`src/rtl/mips_pkg.sv`:
```
// Shared encodings for the multicycle MIPS controller: states, opcodes,
// funct codes, ALU operations and datapath select values.
package mips_pkg;

  typedef enum logic [3:0] {
    S_FETCH  = 4'd0,
    S_DECODE = 4'd1,
    S_MEMADR = 4'd2,
    S_MEMRD  = 4'd3,
    S_MEMWB  = 4'd4,
    S_MEMWR  = 4'd5,
    S_EXEC_R = 4'd6,
    S_EXEC_I = 4'd7,
    S_ALUWB  = 4'd8,
    S_BRANCH = 4'd9,
    S_JUMP   = 4'd10,
    S_JAL    = 4'd11,
    S_JR     = 4'd12
  } state_e;

  // Which source the ALU decoder uses to pick the operation.
  typedef enum logic [1:0] {
    ALU_CLS_ADD = 2'd0,
    ALU_CLS_SUB = 2'd1,
    ALU_CLS_R   = 2'd2,
    ALU_CLS_I   = 2'd3
  } alu_cls_e;

  localparam logic [5:0] OP_RTYPE = 6'b000000;
  localparam logic [5:0] OP_LW    = 6'b100011;
  localparam logic [5:0] OP_SW    = 6'b101011;
  localparam logic [5:0] OP_BEQ   = 6'b000100;
  localparam logic [5:0] OP_BNE   = 6'b000101;
  localparam logic [5:0] OP_J     = 6'b000010;
  localparam logic [5:0] OP_JAL   = 6'b000011;
  localparam logic [5:0] OP_ADDI  = 6'b001000;
  localparam logic [5:0] OP_ADDIU = 6'b001001;
  localparam logic [5:0] OP_ANDI  = 6'b001100;
  localparam logic [5:0] OP_ORI   = 6'b001101;
  localparam logic [5:0] OP_SLTIU = 6'b001011;
  localparam logic [5:0] OP_LUI   = 6'b001111;

  localparam logic [5:0] F_ADDU = 6'b100001;
  localparam logic [5:0] F_SUBU = 6'b100011;
  localparam logic [5:0] F_AND  = 6'b100100;
  localparam logic [5:0] F_OR   = 6'b100101;
  localparam logic [5:0] F_XOR  = 6'b100110;
  localparam logic [5:0] F_SLTU = 6'b101011;
  localparam logic [5:0] F_SLL  = 6'b000000;
  localparam logic [5:0] F_SRL  = 6'b000010;
  localparam logic [5:0] F_JR   = 6'b001000;

  localparam logic [3:0] ALU_ADD  = 4'b0101;
  localparam logic [3:0] ALU_SUB  = 4'b0110;
  localparam logic [3:0] ALU_AND  = 4'b0001;
  localparam logic [3:0] ALU_OR   = 4'b0011;
  localparam logic [3:0] ALU_XOR  = 4'b0010;
  localparam logic [3:0] ALU_SLTU = 4'b1000;
  localparam logic [3:0] ALU_SLL  = 4'b1010;
  localparam logic [3:0] ALU_SRL  = 4'b1011;
  localparam logic [3:0] ALU_LUI  = 4'b1100;

  localparam logic [1:0] ALUB_B      = 2'b00;
  localparam logic [1:0] ALUB_FOUR   = 2'b01;
  localparam logic [1:0] ALUB_IMM    = 2'b10;
  localparam logic [1:0] ALUB_IMM_SH = 2'b11;

  localparam logic [1:0] PCSRC_ALU    = 2'b00;
  localparam logic [1:0] PCSRC_ALUOUT = 2'b01;
  localparam logic [1:0] PCSRC_JUMP   = 2'b10;
  localparam logic [1:0] PCSRC_REG    = 2'b11;

  localparam logic [1:0] REGDST_RT = 2'b00;
  localparam logic [1:0] REGDST_RD = 2'b01;
  localparam logic [1:0] REGDST_RA = 2'b10;

  localparam logic [1:0] M2R_ALU = 2'b00;
  localparam logic [1:0] M2R_MEM = 2'b01;
  localparam logic [1:0] M2R_PC  = 2'b10;

  // R-type funct codes that execute through EXEC_R (jr is handled separately).
  function automatic logic funct_is_alu(input logic [5:0] f);
    return (f == F_ADDU) || (f == F_SUBU) || (f == F_AND) || (f == F_OR) ||
           (f == F_XOR)  || (f == F_SLTU) || (f == F_SLL) || (f == F_SRL);
  endfunction

endpackage

```
`src/rtl/multicycle_alu_decoder.sv`:
```
// Combinational map from (state class, opcode, funct) to the ALU operation.
module alu_decoder
  import mips_pkg::*;
(
  input  alu_cls_e    cls_i,
  input  logic [5:0]  opcode_i,
  input  logic [5:0]  funct_i,
  output logic [3:0]  alu_op_o
);

  // Select the operation; anything not decoded falls back to add.
  always_comb begin
    alu_op_o = ALU_ADD;
    case (cls_i)
      ALU_CLS_SUB: alu_op_o = ALU_SUB;
      ALU_CLS_R: begin
        case (funct_i)
          F_ADDU:  alu_op_o = ALU_ADD;
          F_SUBU:  alu_op_o = ALU_SUB;
          F_AND:   alu_op_o = ALU_AND;
          F_OR:    alu_op_o = ALU_OR;
          F_XOR:   alu_op_o = ALU_XOR;
          F_SLTU:  alu_op_o = ALU_SLTU;
          F_SLL:   alu_op_o = ALU_SLL;
          F_SRL:   alu_op_o = ALU_SRL;
          default: alu_op_o = ALU_ADD;
        endcase
      end
      ALU_CLS_I: begin
        case (opcode_i)
          OP_ANDI:  alu_op_o = ALU_AND;
          OP_ORI:   alu_op_o = ALU_OR;
          OP_SLTIU: alu_op_o = ALU_SLTU;
          OP_LUI:   alu_op_o = ALU_LUI;
          default:  alu_op_o = ALU_ADD;
        endcase
      end
      default: alu_op_o = ALU_ADD;
    endcase
  end

endmodule

```
`src/rtl/multicycle_ctrl.sv`:
```
// Multicycle MIPS control sequencer. The state register is the only storage;
// every output is a combinational decode of state plus opcode/funct/aluZero.
//
// state  | meaning
// FETCH  | read instruction at PC into IR, PC <= PC+4
// DECODE | branch target into ALUOut, dispatch on opcode/funct
// MEMADR | compute load/store address
// MEMRD  | read data memory at ALUOut
// MEMWB  | write loaded data to rt
// MEMWR  | write B register to memory at ALUOut
// EXEC_R | R-type ALU operation on A, B
// EXEC_I | immediate ALU operation on A, signImm
// ALUWB  | write ALUOut to rd (R-type) or rt (I-type)
// BRANCH | compare A, B; take branch from ALUOut
// JUMP   | PC <= jump target
// JAL    | PC <= jump target, $31 <= PC (already PC+4)
// JR     | PC <= A register
module multicycle_ctrl
  import mips_pkg::*;
(
  input  logic       clk,
  input  logic       rst,
  input  logic [5:0] opcode,
  input  logic [5:0] funct,
  input  logic       aluZero,
  output logic       irWrite,
  output logic       pcWrite,
  output logic       iorD,
  output logic       memWrite,
  output logic       regWrite,
  output logic [1:0] regDst,
  output logic [1:0] memToReg,
  output logic       aluSrcA,
  output logic [1:0] aluSrcB,
  output logic [1:0] pcSrc,
  output logic [3:0] aluOp,
  output logic [3:0] state,
  output logic       instrDone,
  output logic       illegal
);

  state_e   state_q, state_d;
  alu_cls_e alu_cls;

  // State register with synchronous reset to FETCH.
  always_ff @(posedge clk) begin
    if (rst) state_q <= S_FETCH;
    else     state_q <= state_d;
  end

  // Next-state and output decode; reset forces FETCH selects with enables off.
  always_comb begin
    state_d   = S_FETCH;
    irWrite   = 1'b0;
    pcWrite   = 1'b0;
    iorD      = 1'b0;
    memWrite  = 1'b0;
    regWrite  = 1'b0;
    regDst    = REGDST_RT;
    memToReg  = M2R_ALU;
    aluSrcA   = 1'b0;
    aluSrcB   = ALUB_B;
    pcSrc     = PCSRC_ALU;
    alu_cls   = ALU_CLS_ADD;
    instrDone = 1'b0;
    illegal   = 1'b0;
    if (rst) begin
      aluSrcB = ALUB_FOUR;
    end else begin
      case (state_q)
        S_FETCH: begin
          irWrite = 1'b1;
          aluSrcB = ALUB_FOUR;
          pcWrite = 1'b1;
          state_d = S_DECODE;
        end
        S_DECODE: begin
          aluSrcB = ALUB_IMM_SH;
          case (opcode)
            OP_LW, OP_SW: state_d = S_MEMADR;
            OP_RTYPE: begin
              if (funct == F_JR)            state_d = S_JR;
              else if (funct_is_alu(funct)) state_d = S_EXEC_R;
              else begin
                illegal   = 1'b1;
                instrDone = 1'b1;
              end
            end
            OP_BEQ, OP_BNE: state_d = S_BRANCH;
            OP_J:           state_d = S_JUMP;
            OP_JAL:         state_d = S_JAL;
            OP_ADDI, OP_ADDIU, OP_ANDI, OP_ORI, OP_SLTIU, OP_LUI:
                            state_d = S_EXEC_I;
            default: begin
              illegal   = 1'b1;
              instrDone = 1'b1;
            end
          endcase
        end
        S_MEMADR: begin
          aluSrcA = 1'b1;
          aluSrcB = ALUB_IMM;
          state_d = (opcode == OP_SW) ? S_MEMWR : S_MEMRD;
        end
        S_MEMRD: begin
          iorD    = 1'b1;
          state_d = S_MEMWB;
        end
        S_MEMWB: begin
          memToReg  = M2R_MEM;
          regWrite  = 1'b1;
          instrDone = 1'b1;
        end
        S_MEMWR: begin
          iorD      = 1'b1;
          memWrite  = 1'b1;
          instrDone = 1'b1;
        end
        S_EXEC_R: begin
          aluSrcA = 1'b1;
          alu_cls = ALU_CLS_R;
          state_d = S_ALUWB;
        end
        S_EXEC_I: begin
          aluSrcA = 1'b1;
          aluSrcB = ALUB_IMM;
          alu_cls = ALU_CLS_I;
          state_d = S_ALUWB;
        end
        S_ALUWB: begin
          regDst    = (opcode == OP_RTYPE) ? REGDST_RD : REGDST_RT;
          regWrite  = 1'b1;
          instrDone = 1'b1;
        end
        S_BRANCH: begin
          aluSrcA   = 1'b1;
          alu_cls   = ALU_CLS_SUB;
          pcSrc     = PCSRC_ALUOUT;
          pcWrite   = (opcode == OP_BNE) ? ~aluZero : aluZero;
          instrDone = 1'b1;
        end
        S_JUMP: begin
          pcSrc     = PCSRC_JUMP;
          pcWrite   = 1'b1;
          instrDone = 1'b1;
        end
        S_JAL: begin
          pcSrc     = PCSRC_JUMP;
          pcWrite   = 1'b1;
          regDst    = REGDST_RA;
          memToReg  = M2R_PC;
          regWrite  = 1'b1;
          instrDone = 1'b1;
        end
        S_JR: begin
          pcSrc     = PCSRC_REG;
          pcWrite   = 1'b1;
          instrDone = 1'b1;
        end
        default: state_d = S_FETCH;
      endcase
    end
  end

  alu_decoder u_alu_decoder (
    .cls_i    (alu_cls),
    .opcode_i (opcode),
    .funct_i  (funct),
    .alu_op_o (aluOp)
  );

  assign state = state_q;

endmodule

```
`config.mk`:
```
export PLATFORM = sky130hd
export DESIGN_NAME = multicycle_ctrl
export DESIGN_NICKNAME = d
export VERILOG_FILES = /design/src/rtl/mips_pkg.sv /design/src/rtl/multicycle_alu_decoder.sv /design/src/rtl/multicycle_ctrl.sv
export SDC_FILE = /design/constraint.sdc
export NUM_CORES = 1
export LEC_CHECK = 0
export ABC_AREA = 0
export CAP_MARGIN = 20
export CORE_MARGIN = 3
export CORE_UTILIZATION = 35
export DETAILED_ROUTE_END_ITERATION = 10
export PLACE_DENSITY = 0.79
export SLEW_MARGIN = 20
export SYNTH_ARGS = -nofsm -noshare
export SYNTH_HDL_FRONTEND = slang
export SYNTH_SLANG_ARGS = --single-unit
```
`constraint.sdc`:
```
create_clock -name clk -period 2.2 [get_ports clk]
set_input_delay 0.33 -clock clk [delete_from_list [all_inputs] [get_ports clk]]
set_output_delay 0.33 -clock clk [all_outputs]
set_load 0.02 [all_outputs]
```
==> flow_metrics.py <==
metrics = {
    "status": {
        "outcome": "complete, no violations",
    },
    "die": {
        "die_w_um": 58.5,
        "initial_core_util": 0.379,
        "die_h_um": 58.5,
        "fp.coreArea_um2": 2540,
        "num_rows": 18,
        "die_area_um2": 3420,
        "ioPinCount": 39,
    },
    "logic_synthesis": {
        "ys_seq_area_frac": 0.0830,
        "yosysMostFrequentCell": "nor2_1",
        "synthesis.area_um2": 965,
        "synth_area_leaders": "dfxtp_1, nor2_1, a21oi_1",
        "synth_fp_nets": 171,
        "synth_top_area_share": 0.0830,
        "synth_edf_count": 0,
        "synth_cell_types": 45,
        "synth_common_cells": "nor2_1, nand2_1, a21oi_1",
        "synth_flop_cell": "dfxtp_1",
        "postSynthAreaPerCell_um2": 6.18,
        "syn_inst": 156,
        "synth.largest_area_cell": "dfxtp_1",
        "ys_ff_latch": 4,
        "ys.warnings.count": 0,
        "async_flop_share": 0,
    },
    "power": {
        "p_comb_frac": 0.586,
        "seqPwrFrac": 0.191,
        "p_int_w": 0.000252,
        "vdd_ir_drop_max_v": 0.000195,
        "p_sw_frac": 0.389,
        "powerDensity_nw_per_um2": 238,
        "finalPower_w": 0.000413,
        "p_switching_w": 0.000161,
        "p_leak_nw": 0.759,
        "clkPwrFrac": 0.223,
    },
    "timing": {
        "max_freq_mhz": 469,
        "setup_viol": 0,
        "fin_crit_ps": 2130,
        "clock_skew_ps": 4.48,
        "finalCritPeriodShare": 0.968,
        "worst_pin_slew_ps": 366,
        "slew_headroom": 0.750,
        "final.setup.tns_ps": 0,
        "drv_slew": 0,
        "hold_violations": 0,
    },
    "global_route": {
        "grt_max_degree": 13,
        "grt_pass1_vias": 1501,
        "gr-total-overflow": 0,
        "antenna_found_initial": 0,
        "grtUsageTotal": 0.236,
        "grt_pass1_wl_um": 6540,
    },
    "worst_setup_path": {
        "slowest_stage": "clkdlybuf4s50_1",
        "critPathKind": "in2out",
        "worstPathCellList": "clkdlybuf4s50_1 -> nand3b_1 -> buf_4 -> a41o_1 -> o21ai_1 -> clkbuf_2",
        "crit_path_max_incr_delay_ps": 470,
        "worstPathMaxFanout": 4,
        "path_delay_family": "buffers and inverters",
        "crit_required_ps": 1870,
        "r2r_slack_ps": 510,
        "worst-path-buf-inv": 3,
        "end_kind": "output port",
        "crit_path_start_kind": "primary input",
        "cp.arrival_ps": 1800,
    },
    "cells_and_area": {
        "nFillCells": 219,
        "layout-drive-gt1-share": 0.349,
        "largest_reg_flops": 4,
        "syn2layout_area_growth_pct": 79.9,
        "n_antenna_cell": 0,
        "finalNetCount": 252,
        "fin_area_um2": 1740,
        "seqCellArea_um2": 82.6,
        "multi_input_area_um2": 870,
        "utilization": 0.682,
    },
    "route": {
        "drc": 0,
        "wl_um": 4070,
        "drt_iter0_drc": 83,
        "wire_per_inst_um": 15.3,
        "routed_via_density": 5.95,
        "vias": 1576,
        "drtPass1Iterations": 5,
        "drtAntennaViolNets": 0,
    },
    "placed_design": {
        "placed_area_um2": 1690,
        "io_buffers": 38,
        "gp_congestion": 0.920,
        "hpwl_um": 2990,
    },
    "clock_network": {
        "cts_sinks": 4,
        "clkLatencyLatePin_ps": 240,
        "cts_root_buffer": "clkbuf_4",
        "numCtsBuffers": 3,
        "htree_levels": 1,
        "cts_tree": "done",
        "clkTransAtPathRegs_ps": 30,
        "cts.path.max_buffers": 2,
    },
    "worst_hold_path": {
        "hp-class": "in2reg",
    },
    "run": {
        "max_cap_violations": 0,
    },
}
==> kinds of logic (layout without fill, tap and decap cells) <==
| group | after synthesis | in the layout | synth area share |
|---|---|---|---|
| muxes | 4 | 4 | 0.0467 |
| xor gates and xnor gates | 4 | 4 | 0.0363 |
| and+or+nand+nor | 87 | 87 | 0.468 |
| DFF | 4 | 4 | 0.0830 |
| AOI/OAI and AO/OA | 39 | 39 | 0.285 |
| buffers and inverters | 18 | 97 | 0.0804 |
==> what timing repair did <==
action	in CTS	in global routing
hold endpoints to repair	0	0
resized for setup	46	29
setup buffers	2	2
pin swaps	1	5
hold buffers	0	0
endpoints found under the setup margin	19	11
==> metrics by stage <==
stage / hold slack [ps] / instances / setup slack, ps
5_1_grt: 688 / 265 / -1.93
3_5_place_dp: 737 / 258 / -541
4_1_cts: 748 / 263 / -9.66
3_3_place_gp: 705 / 258 / -495
2_1_floorplan: 533 / 156 / 96.5
6_report: 632 / 265 / 69.9
==> worst reg2reg max path, stage by stage (launching register included) <==
cell and delay, ps:
dfxtp_1 330, buf_4 170, nor2b_1 220, buf_4 160, nand2_1 50, a311o_1 340
a31oi_1 180, o2bb2a_1 180
==> layout by cell type, fill, tap and decap left out, drive strengths merged, types with 2 or more instances in the layout <==
cell / count
nor3: 9
or3: 5
buf: 56
inv: 4
a21oi: 11
o21ai: 4
o31a: 2
nand3: 8
nand2b: 4
a21o: 3
nor2: 20
a31oi: 2
nand4: 5
a311o: 2
nor4: 7
nand2: 14
a22oi: 2
dlymetal6s2s: 2
clkdlybuf4s50: 10
clkbuf: 10
or4: 2
nor2b: 4
a2111oi: 2
dfxtp: 4
mux2i: 3
and2: 2
dlygate4sd2: 15
nand3b: 4
xnor2: 3
o211ai: 2
==> power by group through the flow <==
| stage | Sequential (W) | Clock [W] | Combinational (W) |
|---|---|---|---|
| after CTS | 0.0000787 | 0.0000913 | 0.000233 |
| after global routing | 0.0000795 | 0.0000995 | 0.000260 |
| after floorplan | 0.0000811 | 0 | 0.000113 |
| after global placement | 0.0000794 | 0 | 0.000230 |
| after detailed placement | 0.0000797 | 0 | 0.000239 |
| final | 0.0000789 | 0.0000921 | 0.000242 |
==> final timing paths <==
check                           startpoint       end  cells after the start
worst max-delay path                   rst  aluOp[0]                      6
worst max register to register    state[1]  state[2]                      7
worst min register to register    state[0]  state[0]                      2
worst min-delay path             opcode[5]  state[3]                      5
==> layer usage <==
metal	GRT usage	vias to the layer above	part of all wire	wire length, um
met2	0.405	80	0.50	2020
met1	0.299	737	0.41	1680
met3	0.0219	8	0.073	295
li1	-	751	-	-
met5	0	-	0	0
met4	0.0993	0	0.017	68
==> cell type report <==
type / instances / area share
flip-flops and latches: 4 / 0.0476
clock buffers: 3 / 0.0130
inverters: 4 / 0.00865
repair buffers: 90 / 0.408
multi-input cells: 134 / 0.501
well taps: 30 / 0.0216
No activity file was read; power rests on OpenSTA's default activity.
==> RTL change: new RTL, same flow settings <==
Put a register stage on the output `pcSrc`, with the module's reset. The value now appears one clock later. The other outputs are not delayed to match.
--- a/src/rtl/multicycle_ctrl.sv
+++ b/src/rtl/multicycle_ctrl.sv
@@ -40,4 +40,6 @@
 );
 
+  logic [1:0] pcSrc_d;
+
   state_e   state_q, state_d;
   alu_cls_e alu_cls;
@@ -61,5 +63,5 @@
     aluSrcA   = 1'b0;
     aluSrcB   = ALUB_B;
-    pcSrc     = PCSRC_ALU;
+    pcSrc_d   = PCSRC_ALU;
     alu_cls   = ALU_CLS_ADD;
     instrDone = 1'b0;
@@ -136,15 +138,15 @@
           aluSrcA   = 1'b1;
           alu_cls   = ALU_CLS_SUB;
-          pcSrc     = PCSRC_ALUOUT;
+          pcSrc_d   = PCSRC_ALUOUT;
           pcWrite   = (opcode == OP_BNE) ? ~aluZero : aluZero;
           instrDone = 1'b1;
         end
         S_JUMP: begin
-          pcSrc     = PCSRC_JUMP;
+          pcSrc_d   = PCSRC_JUMP;
           pcWrite   = 1'b1;
           instrDone = 1'b1;
         end
         S_JAL: begin
-          pcSrc     = PCSRC_JUMP;
+          pcSrc_d   = PCSRC_JUMP;
           pcWrite   = 1'b1;
           regDst    = REGDST_RA;
@@ -154,5 +156,5 @@
         end
         S_JR: begin
-          pcSrc     = PCSRC_REG;
+          pcSrc_d   = PCSRC_REG;
           pcWrite   = 1'b1;
           instrDone = 1'b1;
@@ -172,4 +174,12 @@
   assign state = state_q;
 
+  always_ff @(posedge clk) begin
+    if (rst) begin
+      pcSrc <= '0;
+    end else begin
+      pcSrc <= pcSrc_d;
+    end
+  end
+
 endmodule
 
Behaviour: not the same (a bounded check fails within 4 cycles, from zero or initial values and one cycle with rst high).
==> RTL change against the unedited design <==
- wire length is 15% lower
- synthesized cell count increased by 1.3%
- final area grew 1.3%
- combinational power is 14% lower
- critical endpoint is now aluOp[1]
- sequential cell count is 2 higher
- core utilization fell by 5.0 points
- die area up 6.7%
- total power rose by 2.9%
- fmax shrank 1.7%
- worst setup slack worse by 0.037 ns
- area after synthesis rose by 7.5%
- clock skew grew 0.0051 ns
==> RTL change: results <==
run_status:
  outcome: "finished clean"
drt:
  wl_met3_um: 189
  wl_per_cell_um: 13.1
  dr_wl_met2_mm: 1.80
  via_per_inst: 5.41
  dr.pass1.iters: 4
pwr:
  powerClk_mw: 0.105
  p_leak_nw: 0.760
  ir_drop_uv: 337
  p_switching_mw: 0.149
global_route:
  use_met3_pct: 2.98
  grt_max_degree: 22
  grt_pass1_wl_mm: 5.64
  grt_pass1_vias: 1330
  track_usage_pct: 19.5
  met1_usage_pct: 23.8
worst_setup_path:
  cpMaxStageDelayCell: "or4_1"
  cp_top_family: "simple AND/OR/NAND/NOR gates"
  crit_fanout: 3
yosys:
  yosys-top-cells-area: "dfxtp_1 12%, nor2_1 6.9%, a21oi_1 6.8%, nand2_1 6.5%, nor3_1 5.8%"
  synth_nets: 173
  synth.distinct_cells: 47
  yosys-top-cells-count: "19 x nor2_1, 18 x nand2_1, 14 x a21oi_1"
  ys_seq_area_share_pct: 11.6
place:
  dp_hpwl_mm: 2.64
  pre_cts_slack_ns: -0.627
final_layout:
  nets: 249
  final_layout_size_suffix_gt1_share_pct: 35.3
sta:
  slew_headroom_pct: 71.3
[RTL change: changes by cell type after synthesis, sizes merged, moves of 3 or more]
cell	unedited run	this run
nand2b	4	1
nand2	14	18
nand4	5	2
nor3	9	12
a21oi	11	15
nor3b	0	3
o21ai	4	7
nor4	7	0
[RTL change: layout make-up]
| type | count | area (um^2) |
|---|---|---|
| Fill cell | 266 | 1020 |
| Multi-Input combinational cell | 134 | 863 |
| Timing Repair Buffer | 86 | 702 |
| Sequential cell | 6 | 120 |
| Tap cell | 31 | 38.8 |
| Clock buffer | 3 | 22.5 |
| Inverter | 3 | 11.3 |
[RTL change: path summary, 6_finish.rpt]
| path | startpoint | end | slack [ns] | depth (start not counted) |
|---|---|---|---|---|
| max | state[3] | aluOp[1] | 0.03 | 7 |
| min | opcode[4] | state[1] | 0.63 | 5 |
| max reg2reg | state[0] | state[2] | 0.42 | 6 |
| min reg2reg | state[1] | pcSrc[0] | 0.76 | 3 |
[RTL change: through the flow]
step	power (mW)	hold WS (ns)	TNS (ns)	std cells	cell area [um^2]
floorplan	0.222	0.500	0	158	1040
global placement	0.318	0.734	-4.34	260	1720
detailed placement	0.321	0.752	-4.53	260	1720
CTS	0.418	0.755	-0.0433	263	1720
global route	0.454	0.674	-0.0922	263	1760
finish	0.425	0.629	0	263	1760
[RTL change: logic make-up (layout without fill, tap and decap cells)]
logic type	count (synthesis)	after routing	synth area share, %
XOR/XNOR	6	6	5.07
AO/OA/AOI/OAI	40	40	25.3
AND/OR/NAND/NOR	87	87	45.4
buffers and inverters	18	92	11.7
flip-flops	6	6	11.6
multiplexers	1	1	0.965
[RTL change: what timing repair did]
action                                  4_1_cts  5_1_grt
buffers inserted                              0        0
resized for setup                            52       29
endpoints found under the setup margin       17       11
pin swaps                                     2        5
hold buffers                                  0        0
cloned                                        0        0
